**config.mk**
```make
export PLATFORM = sky130hd
export DESIGN_NAME = fsm_ctx_scheduler
export DESIGN_NICKNAME = d
export VERILOG_FILES = /design/src/rtl/fsm_ctx_scheduler.sv
export SDC_FILE = /design/constraint.sdc
export NUM_CORES = 1
export LEC_CHECK = 0
export CORE_AREA = 3 3 58 60
export CTS_CLUSTER_SIZE = 28
export DETAILED_ROUTE_END_ITERATION = 8
export DIE_AREA = 0 0 61 63
export PLACE_DENSITY = 0.83
export SLEW_MARGIN = 20
export SYNTH_ARGS = -nofsm -noshare
export SYNTH_HDL_FRONTEND = slang
export SYNTH_SLANG_ARGS = --single-unit
```
**constraint.sdc**
```tcl
create_clock -name clk -period 2.6 [get_ports clk]
set_input_delay 0.52 -clock clk [delete_from_list [all_inputs] [get_ports clk]]
set_output_delay 0.52 -clock clk [all_outputs]
set_load 0.005 [all_outputs]
```
**src/rtl/fsm_ctx_scheduler.sv**
```systemverilog
// Round-robin context scheduler that shares one external two-bit FSM evaluator
// across NCH channels, keeping each channel's state and writing ns back.
module fsm_ctx_scheduler #(
  parameter int NCH = 4,
  parameter int IDW = $clog2(NCH)
) (
  input  logic             clk,
  input  logic             rst_n,
  input  logic [NCH-1:0]   req,
  input  logic [NCH-1:0]   a_in,
  input  logic [NCH-1:0]   b_in,
  input  logic [NCH-1:0]   ctx_clr,
  output logic [NCH-1:0]   ack,
  output logic [1:0]       ev_ps,
  output logic             ev_a,
  output logic             ev_b,
  input  logic [1:0]       ev_ns,
  input  logic             ev_y,
  output logic             res_valid,
  output logic [IDW-1:0]   res_ch,
  output logic [1:0]       res_ns,
  output logic             res_y,
  output logic [2*NCH-1:0] ctx_state
);

  logic [1:0]     ctx_r [NCH];
  logic [IDW-1:0] rr_ptr_r;
  logic           e_valid_r;
  logic [IDW-1:0] e_id_r;
  logic [NCH-1:0] ack_r;
  logic [1:0]     ev_ps_r;
  logic           ev_a_r;
  logic           ev_b_r;
  logic           res_valid_r;
  logic [IDW-1:0] res_ch_r;
  logic [1:0]     res_ns_r;
  logic           res_y_r;

  logic [NCH-1:0] elig_s;
  logic           grant_vld_s;
  logic [IDW-1:0] grant_id_s;
  logic [IDW-1:0] ptr_next_s;

  function automatic logic [IDW-1:0] wrap_add(input logic [IDW-1:0] base, input int off);
    int s;
    s = int'(base) + off;
    if (s >= NCH) begin
      s = s - NCH;
    end else begin
      s = s;
    end
    return IDW'(s);
  endfunction

  // Round-robin pick of the first eligible channel at or after the pointer
  always_comb begin
    logic hit;
    elig_s      = req & ~ack_r & ~ctx_clr;
    grant_vld_s = 1'b0;
    grant_id_s  = {IDW{1'b0}};
    hit         = 1'b0;
    for (int k = 0; k < NCH; k++) begin
      hit         = !grant_vld_s && elig_s[wrap_add(rr_ptr_r, k)];
      grant_id_s  = hit ? wrap_add(rr_ptr_r, k) : grant_id_s;
      grant_vld_s = grant_vld_s | hit;
    end
    ptr_next_s = wrap_add(grant_id_s, 1);
  end

  // Stage A registers; evaluator drive is captured here so it is stable for stage E
  always_ff @(posedge clk or negedge rst_n) begin
    if (!rst_n) begin
      rr_ptr_r  <= {IDW{1'b0}};
      e_valid_r <= 1'b0;
      e_id_r    <= {IDW{1'b0}};
      ack_r     <= {NCH{1'b0}};
      ev_ps_r   <= 2'b00;
      ev_a_r    <= 1'b0;
      ev_b_r    <= 1'b0;
    end else if (grant_vld_s) begin
      rr_ptr_r  <= ptr_next_s;
      e_valid_r <= 1'b1;
      e_id_r    <= grant_id_s;
      ack_r     <= {{(NCH-1){1'b0}}, 1'b1} << grant_id_s;
      ev_ps_r   <= ctx_r[grant_id_s];
      ev_a_r    <= a_in[grant_id_s];
      ev_b_r    <= b_in[grant_id_s];
    end else begin
      e_valid_r <= 1'b0;
      ack_r     <= {NCH{1'b0}};
    end
  end

  // Context writeback (clear wins) and result reporting
  always_ff @(posedge clk or negedge rst_n) begin
    if (!rst_n) begin
      for (int i = 0; i < NCH; i++) begin
        ctx_r[i] <= 2'b00;
      end
      res_valid_r <= 1'b0;
      res_ch_r    <= {IDW{1'b0}};
      res_ns_r    <= 2'b00;
      res_y_r     <= 1'b0;
    end else begin
      for (int i = 0; i < NCH; i++) begin
        if (ctx_clr[i]) begin
          ctx_r[i] <= 2'b00;
        end else if (e_valid_r && (e_id_r == IDW'(i))) begin
          ctx_r[i] <= ev_ns;
        end else begin
          ctx_r[i] <= ctx_r[i];
        end
      end
      if (e_valid_r) begin
        res_valid_r <= 1'b1;
        res_ch_r    <= e_id_r;
        res_ns_r    <= ev_ns;
        res_y_r     <= ev_y;
      end else begin
        res_valid_r <= 1'b0;
      end
    end
  end

  // Flatten contexts onto the status bus
  always_comb begin
    ctx_state = {(2*NCH){1'b0}};
    for (int i = 0; i < NCH; i++) begin
      ctx_state[2*i +: 2] = ctx_r[i];
    end
  end

  assign ack       = ack_r;
  assign ev_ps     = ev_ps_r;
  assign ev_a      = ev_a_r;
  assign ev_b      = ev_b_r;
  assign res_valid = res_valid_r;
  assign res_ch    = res_ch_r;
  assign res_ns    = res_ns_r;
  assign res_y     = res_y_r;

endmodule

```
; Word level (Yosys, flattened, before mapping)
; Cells that the tools add are included.
[word_totals]
register_bits = 27
word_cells = 97
[classes]
n_addsub = 9
mux = 35
n_bitwise = 8
eq_ne = 3
n_lt_le_gt_ge = 11
n_reduce_logical = 15
shifts = 1
[ops]
columns = op, count
row1 = $mux 2, 19
row2 = $ge 3x3->1 const B, 5
row3 = $lt 2x3->1 const B, 5
row4 = $bmux 1 s2, 6
row5 = $sub 2x1->2 const B, 5
row6 = $and 4x4->4, 2
row7 = $mux 1, 8
row8 = $not 4->4, 2
row9 = $reduce_bool 2->1, 4
row10 = $logic_and 1x1->1, 7
row11 = $add 2x1->3 const B, 2
row12 = $add 2x2->3 const B, 2
row13 = $bmux 2 s2, 1
row14 = $eq 2x2->1 const B, 2
row15 = $mux 4, 1
row16 = $shl 1x2->4 const A, 1
row17 = $ge 2x3->1 const B, 1
row18 = $logic_not 1->1, 3
row19 = $not 2->3, 1
row20 = $or 1x1->1, 3
row21 = $eq 2x1->1 const B, 1
row22 = $logic_not 2->1, 1

; Logic depth before layout (Yosys ltp)
; Gate-level depths: netlist of run 1.
[depth]
ltp_word = 18
depth_mapped = 6
mapped_depth_nobuf = 5

; Worst setup path before layout of run 1
; No wires, ideal clock.
[synth_timing]
path_type = input-to-reg
startpoint = input port ctx_clr[0]
endpoint = register ev_b_r, in the netlist ev_b
setup_slack_ns = 0.690
path_buffers = 1
cell_stages = 6
setup_ns = 0.140
arrival_ns = 1.769
path_cell_list = or4b_4 -> a21oi_4 -> nor3_2 -> buf_6 -> a211oi_1 -> a211oi_1
[synth_between]
elab_chain_len = 15
word_cells_on_any_way = 25
classes_between = mux (14) / bitwise (5) / reduce/logical (6)
[synth_lines]
columns = element, line
row1 = start: declaration, 12  ; input logic [NCH-1:0] ctx_clr,
row2 = $not 4->4 *, 58  ; elig_s = req & ~ack_r & ~ctx_clr;
row3 = $and 4x4->4 *, 58
row4 = $bmux 1 s2, 63  ; hit = !grant_vld_s && elig_s[wrap_add(rr_ptr_r, k)];
row5 = $mux 1 (not written as such), 63
row6 = $logic_not 1->1, 63
row7 = $logic_and 1x1->1, 63
row8 = $or 1x1->1, 65  ; grant_vld_s = grant_vld_s | hit;
row9 = $logic_not 1->1, 63
row10 = $logic_and 1x1->1, 63
row11 = $or 1x1->1, 65
row12 = $logic_not 1->1, 63
row13 = $logic_and 1x1->1, 63
row14 = $mux 2, 64  ; grant_id_s = hit ? wrap_add(rr_ptr_r, k) : grant_id_s;
row15 = $bmux 1 s2, 87  ; ev_b_r <= b_in[grant_id_s];
row16 = $mux 1 (not written as such), 87
row17 = end signal: assignment, 87
row18 = end: declaration, 33  ; logic ev_b_r;
; Mark *: on every way between the ends. The rest lies on a longest branch, timed or not. The select of a mux whose other input is x is not followed.
; A chain may end at the register's enable or synchronous reset.

; Final worst setup path of run 1
[layout_timing]
startpoint = input port ctx_clr[0]
endpoint = register rr_ptr_r[1]
[layout_between]
elab_chain_len = 16
word_cells_on_any_way = 27
classes_between = add/sub (2) / order compare (1) / mux (13) / bitwise (5) / reduce/logical (6)
[layout_lines]
columns = element, line
row1 = $not 4->4 *, 58
row2 = $and 4x4->4 *, 58
row3 = $bmux 1 s2, 63
row4 = $mux 1 (not written as such), 63
row5 = $logic_not 1->1, 63
row6 = $logic_and 1x1->1, 63
row7 = $or 1x1->1, 65
row8 = $logic_not 1->1, 63
row9 = $logic_and 1x1->1, 63
row10 = $or 1x1->1, 65
row11 = $logic_not 1->1, 63
row12 = $logic_and 1x1->1, 63
row13 = $mux 2, 64
row14 = $add 2x1->3, 46  ; s = int'(base) + off;
row15 = $ge 3x3->1 / $sub 2x1->2 (equally long branches), "47, 48"
row16 = $mux 2, 47  ; if (s >= NCH) begin
row17 = end signal: assignment, 73  ; rr_ptr_r <= {IDW{1'b0}};
row18 = end signal: assignment, 81  ; rr_ptr_r <= ptr_next_s;
row19 = end: declaration, 27  ; logic [IDW-1:0] rr_ptr_r;
; Marks and branches as above.

==> results of run 1 <==
## kinds of logic (layout without fill, tap and decap cells)
| kind of cell | after synthesis | in the layout |
|---|---|---|
| AO/OA/AOI/OAI | 27 | 27 |
| buffers and inverters | 6 | 53 |
| flip-flops | 27 | 27 |
| multiplexers | 14 | 14 |
| AND/OR/NAND/NOR | 38 | 38 |
## stage by stage
| stage | utilization [%] | hold slack [ns] | total power [mW] | std cells | area [um^2] |
|---|---|---|---|---|---|
| after global routing | 60.4 | 0.566 | 1.49 | 192 | 1800 |
| after global placement | 59.4 | 0.490 | 1.19 | 188 | 1770 |
| after CTS | 60.4 | 0.532 | 1.41 | 192 | 1800 |
| after detailed placement | 59.4 | 0.498 | 1.22 | 188 | 1770 |
| final | 60.4 | 0.524 | 1.41 | 192 | 1800 |
| after floorplan | - | 0.224 | 0.911 | 112 | 1300 |
## sequential cells by signal, summed over array words and instances, names as in the netlist
signal	count
res_ns	2
ev_a	1
res_valid	1
ev_b	1
ev_ps	2
e_id_r	2
e_valid_r	1
res_y	1
ctx_state	8
ack	4
res_ch	2
rr_ptr_r	2
## report_power, final
part	internal, mW	switching [mW]	leakage, nW
combinational	0.326	0.222	0.407
sequential	0.537	0.128	0.338
clock	0.0591	0.135	0.0139
## critical path, delay by kind of cell
family          cells  cell delay, ns
buf+inv             1            0.50
compound gates      3            0.96
simple gates        2            0.54
## cell type report
class / instances / area (um^2)
Clock buffer: 3 / 22.5
Clock inverter: 1 / 7.51
Fill cell: 238 / 1180
Inverter: 3 / 11.3
Multi-Input combinational cell: 79 / 591
Sequential cell: 27 / 676
Tap cell: 33 / 41.3
Timing Repair Buffer: 46 / 450
## worst paths after layout
kind,end,cells past startpoint,startpoint
setup / recovery,rr_ptr_r[1],6,ctx_clr[0]
hold / removal,res_y,1,res_y
setup reg to reg,rr_ptr_r[1],5,ack[0]
hold reg to reg,res_y,1,res_y
max in group asynchronous,ack[0],2,rst_n
min in group asynchronous,ctx_state[6],2,rst_n
## synth_stat cells (all sizes together)
cell type / instances
nand3b: 1
a21o: 2
inv: 3
dfrtp: 27
a21oi: 8
or3b: 1
clkbuf: 2
nor2b: 2
and2: 1
nor4b: 2
nor3b: 7
nand2: 5
nor2: 12
mux2i: 10
nand4bb: 2
a211o: 1
o21ai: 4
o31a: 3
o31ai: 1
or4b: 1
a211oi: 7
nand3: 1
o22ai: 1
buf: 1
or4: 1
mux2: 4
nor3: 2
## metal layers
layer / vias up / wire length (um)
li1: 505 / -
met1: 540 / 1410
met2: 45 / 1610
met3: 5 / 190
met4: 0 / 42
met5: - / 0
==> metrics, run 1 <==
status=complete, no violations; Peak VDD IR=around 0.00040 V; Netlist cell types=31; required time of the critical path=between 2 and 3 ns; clock sink count=27; global routing usage on met1=about a quarter; DRT antenna net count=0; Synth warnings=0; Pleak=roughly 0.76 nW; H-tree levels=1; Chip Width=61 um; Slowest cell on crit path=o22ai_1; Post-Synth Simple-Gate Area=between 10% and 20%; initial antenna violation count=0; PortBufs=42; Total GRT Usage=~18%; Slew HR=57.2%; #FFs+latches synth=27; crit share post-route=~90%; DRC Markers=0; Worst Path Class, Setup=input pin to flop; multiplexer area fraction after synthesis=between 10 and 15%; Via Count=between 1000 and 1500; Final HPWL DP=around 2.5 mm; die area=about 3800 um^2; sequential area share after synthesis=about 52%; r2r setup slk=0.59 ns; fmax=about 0.44 GHz; critical path startpoint category=input pin; clock slew seen by the registers of the worst setup and hold paths=approximately 0.16 ns; number of setup buffers added after CTS=0; Synth Area in Adders=0%; Post-CTS Hold Buffers=0; largest net degree at the start of global routing=28; post-synth top area share=52.1%; Post-layout nets=181; largest family of logic cells by synthesized area=simple AND/OR/NAND/NOR gates; Fin Setup TNS=0 ns; Worst-Margin Slew=approximately 0.64 ns; CTS Buf Count=3; RSZ-0062 raised after global routing=no; power density over cell area=between 700 and 800 nW/um^2; clock latency on the worst-skew pair=between 0.3 and 0.4 ns; commonest non-fill, non-tap cell in the layout=clkdlybuf4s50_1; xor-xnor portion of the synthesized cell area=0%; Setup violations, final=0; Pre-antenna DRT Iters=4; most frequent cells in the layout=clkdlybuf4s50_1 (42), dfrtp_1 (27), nor2_1 (12); # rows=20; CTS tree=done; shortest period the worst path allows=between 2 and 2.5 ns; area leader, netlist=dfrtp_1; setup ws final=approximately 0.32 ns; CP arrival=roughly 2.5 ns; area grow syn2layout=38.8%; first-pass GRT wire length=5.27 mm; Root Buffer=clkbuf_4; CP max FO=8; Setup crit end kind=flop; initial core utilization=~44%; Netlist Area Pre-Place=roughly 1300 um^2; chip height=63 um; Slew Limit Fails=0; Min-Delay Path Class=flop to flop; Synth area leaders=dfrtp_1 (52%), mux2i_1 (7.7%), a211oi_1 (4.1%), mux2_2 (3.5%), nor2_1 (3.5%); remaining global-route overflow=0; CP max stage delay=roughly 0.53 ns; Ports=between 40 and 50; Mapped Cells=112; Routed WL=3.26 mm; ant diodes=0; Synthesized Nets=133; Synth Area per Inst=between 10 and 15 um^2; Compound-Gate Fraction of Synth Area=roughly 15%; pre-CTS WS=-0.0146 ns; via density per instance=roughly 5.7; # resized after CTS=0; Longest Clk Path Bufs=2; GPL Wtd Cong=~0.77; initial drt markers=26; Top Usage Layer GRT=met2; Hold Violations, Final=0; max cap viols=0; routed length per instance=around 17 um; grt met2 use=28.9%; crit-path cells=clkdlybuf4s50_1, nor3b_1, a21oi_1, o22ai_1, nor2_1, a211o_1; Core ar.=around 3000 um^2; number of global-route vias before repair=1108; fraction of layout cells with a size suffix above 1=a little under an eighth; clk_skew=0.0117 ns; met3 Use GR=about 2.5%
Note: power is estimated with default switching activity, not from simulation.
==> inputs of run 2 (changes only) <==
SETUP_SLACK_MARGIN = 0.1   (was default)
==> results of run 2 <==
The final DEF is identical to that of run 1; final timing and power are the same.
==> inputs of run 3 (changes only) <==
GPL_TIMING_DRIVEN = 0   (was default)
RECOVER_POWER = 50   (was default)
==> metrics, run 3 (synthesized netlist as in run 1, its figures left out) <==
Final HPWL DP=2.42 mm (-3.0%); max cap viols=0 (unchanged); worst r2r dst=ev_ps[0]; Seq pwr share=46.6% (-0.6 points); Reg area=676 um^2 (unchanged); Longest Clk Path Bufs=2 (unchanged); initial core utilization=43.5% (unchanged); Min Hold Slack=0.390 ns (-0.134 ns); chip height=63 um (unchanged); DRC Markers=0 (unchanged); clock slew seen by the registers of the worst setup and hold paths=0.15 ns (about the same); largest net degree at the start of global routing=28 (unchanged); Pleak=0.747 nW (-1.5%); Final Power=1.39 mW (-1.5%); CP max stage delay=0.55 ns (+0.02 ns); CP arrival=2.56 ns (+0.04 ns); area grow syn2layout=37.3%; GPL Wtd Cong=0.784 (+1.8%); placed inst area=1750 um^2 (-0.92%); crit-path cells=clkdlybuf4s50_1, nor3b_1, a21oi_1, o22ai_1, nor2_1, a211o_1; Worst R2R Start=rr_ptr_r[1]; routed length per instance=16.7 um (-1.7%); Worst Path Class, Setup=input pin to flop; Slew HR=5.13% (-52 points); clock share of power=13.2% (-0.6 points); CP max FO=8 (unchanged); Worst-Margin Slew=1.42 ns (+0.781 ns); via density per instance=5.60 (-1.9%); Via Count=1069 (-2.4%); H-tree levels=1 (unchanged); # resized after CTS=0 (unchanged); Core ar.=2980 um^2 (unchanged); Min-Delay Path Class=flop to flop; Combinational Power Share=40.2% (+1.2 points); CP delay by family, top=compound AO/OA/AOI/OAI gates; ant diodes=0 (unchanged); Hold Violations, Final=0 (unchanged); initial antenna violation count=0 (unchanged); Setup crit end kind=flop; sw frac=33.8% (-0.69 points); shortest period the worst path allows=2.34 ns (+0.0590 ns); Slew Limit Fails=0 (unchanged); required time of the critical path=2.83 ns (about the same); remaining global-route overflow=0 (unchanged); origin of the worst setup path=ctx_clr[0]; fraction of layout cells with a size suffix above 1=10.1% (-1.8 points); CTS Buf Count=3 (unchanged); Post-Layout Cell Count=191 (-0.52%); WP buf/inv=1 (unchanged); # rows=20 (unchanged); max reg flops=8 (unchanged); Slowest cell on crit path=o22ai_1; commonest non-fill, non-tap cell in the layout=clkdlybuf4s50_1; finished layout cell area=1780 um^2 (-1.1%); power density over cell area=779 nW/um^2 (-0.40%); r2r worst-path depth=6 (+1); Ports=43 (unchanged); Routed WL=3.19 mm (-2.2%); Fillers=240 (+0.84%); Critical Path Sink=rr_ptr_r[1]; RSZ-0062 raised after global routing=no; r2r setup slk=0.56 ns (-0.03 ns); clock sink count=27 (unchanged); clk_skew=0.00329 ns (-0.00836 ns); Post-CTS Hold Buffers=0 (unchanged); Post-layout nets=180 (-0.55%); critical path startpoint category=input pin; CTS tree=done; Setup violations, final=0 (unchanged); Cell Count Post-Placement=187 (-0.53%); number of global-route vias before repair=1130 (+2.0%); Internal=0.918 mW (-0.48%); area of the multi-input gates=591 um^2 (unchanged); Total GRT Usage=19.2% (+1.0 points); number of setup buffers added after CTS=0 (unchanged); DRT antenna net count=0 (unchanged); Net Switching=0.468 mW (-3.5%); most frequent cells in the layout=clkdlybuf4s50_1 (41), dfrtp_1 (27), nor2_1 (12); Peak VDD IR=0.000449 V (+13%); first-pass GRT wire length=5.58 mm (+5.9%); fmax=0.428 GHz (-2.5%); PortBufs=42 (unchanged); clock latency on the worst-skew pair=0.32 ns (-0.02 ns); number of cells on the critical path=6 (unchanged); crit share post-route=89.9% (+2.3 points); die area=3840 um^2 (unchanged); Pre-antenna DRT Iters=4 (unchanged); status=complete, no violations; initial drt markers=47 (+81%); Chip Width=61 um (unchanged); Root Buffer=clkbuf_4
==> run 3: changes by cell type in the layout (fill, tap and decap cells not counted) <==
cell and change:
clkinv_2 +1, clkdlybuf4s50_1 -1, buf_6 +1, clkbuf_1 +3
buf_4 -4, clkinvlp_4 -1
==> run 3: final cells by class <==
class	count	share of cell area, %
plain buffers	3	1.05
clock buffers	3	1.27
clock inverters	1	0.281
inverters	3	0.633
multi-input cells	79	33.2
flip-flops and latches	27	38.0
well taps	33	2.32
repair buffers	42	23.3
==> run 3: worst min path at each step <==
stage               from           end  slack (ns)  cells after the start
2_1_floorplan      rst_n        ack[0]        0.22                      0
3_3_place_gp   e_valid_r     res_valid        0.36                      0
3_5_place_dp   e_valid_r     res_valid        0.36                      0
4_1_cts            rst_n  ctx_state[0]        0.19                      1
5_1_grt        e_valid_r     res_valid        0.43                      0
6_report       e_valid_r     res_valid        0.39                      0
==> run 3: through the flow <==
stage | TNS (ns) | setup WS [ns] | util [%]
after floorplan | 0 | 0.690 | -
after detailed placement | -0.101 | -0.0386 | 58.9
after global placement | -0.0427 | -0.0427 | 59.0
after CTS | 0 | 0.311 | 59.8
final | 0 | 0.263 | 59.7
after global routing | 0 | 0.172 | 59.7
==> run 3: metal layers <==
layer | track usage, % | up-vias | routed length (um)
met5 | 0 | - | 0
met4 | 4.61 | 0 | 9
met3 | 3.72 | 2 | 195
met2 | 29.9 | 48 | 1520
met1 | 27.3 | 512 | 1470
li1 | - | 507 | -
==> run 3: power by group through the flow <==
stage | logic (mW) | registers [mW] | clock network, mW
after CTS | 0.561 | 0.646 | 0.187
after global placement | 0.546 | 0.648 | 0
final | 0.558 | 0.646 | 0.183
after global routing | 0.612 | 0.667 | 0.216
after floorplan | 0.270 | 0.641 | 0
after detailed placement | 0.557 | 0.653 | 0
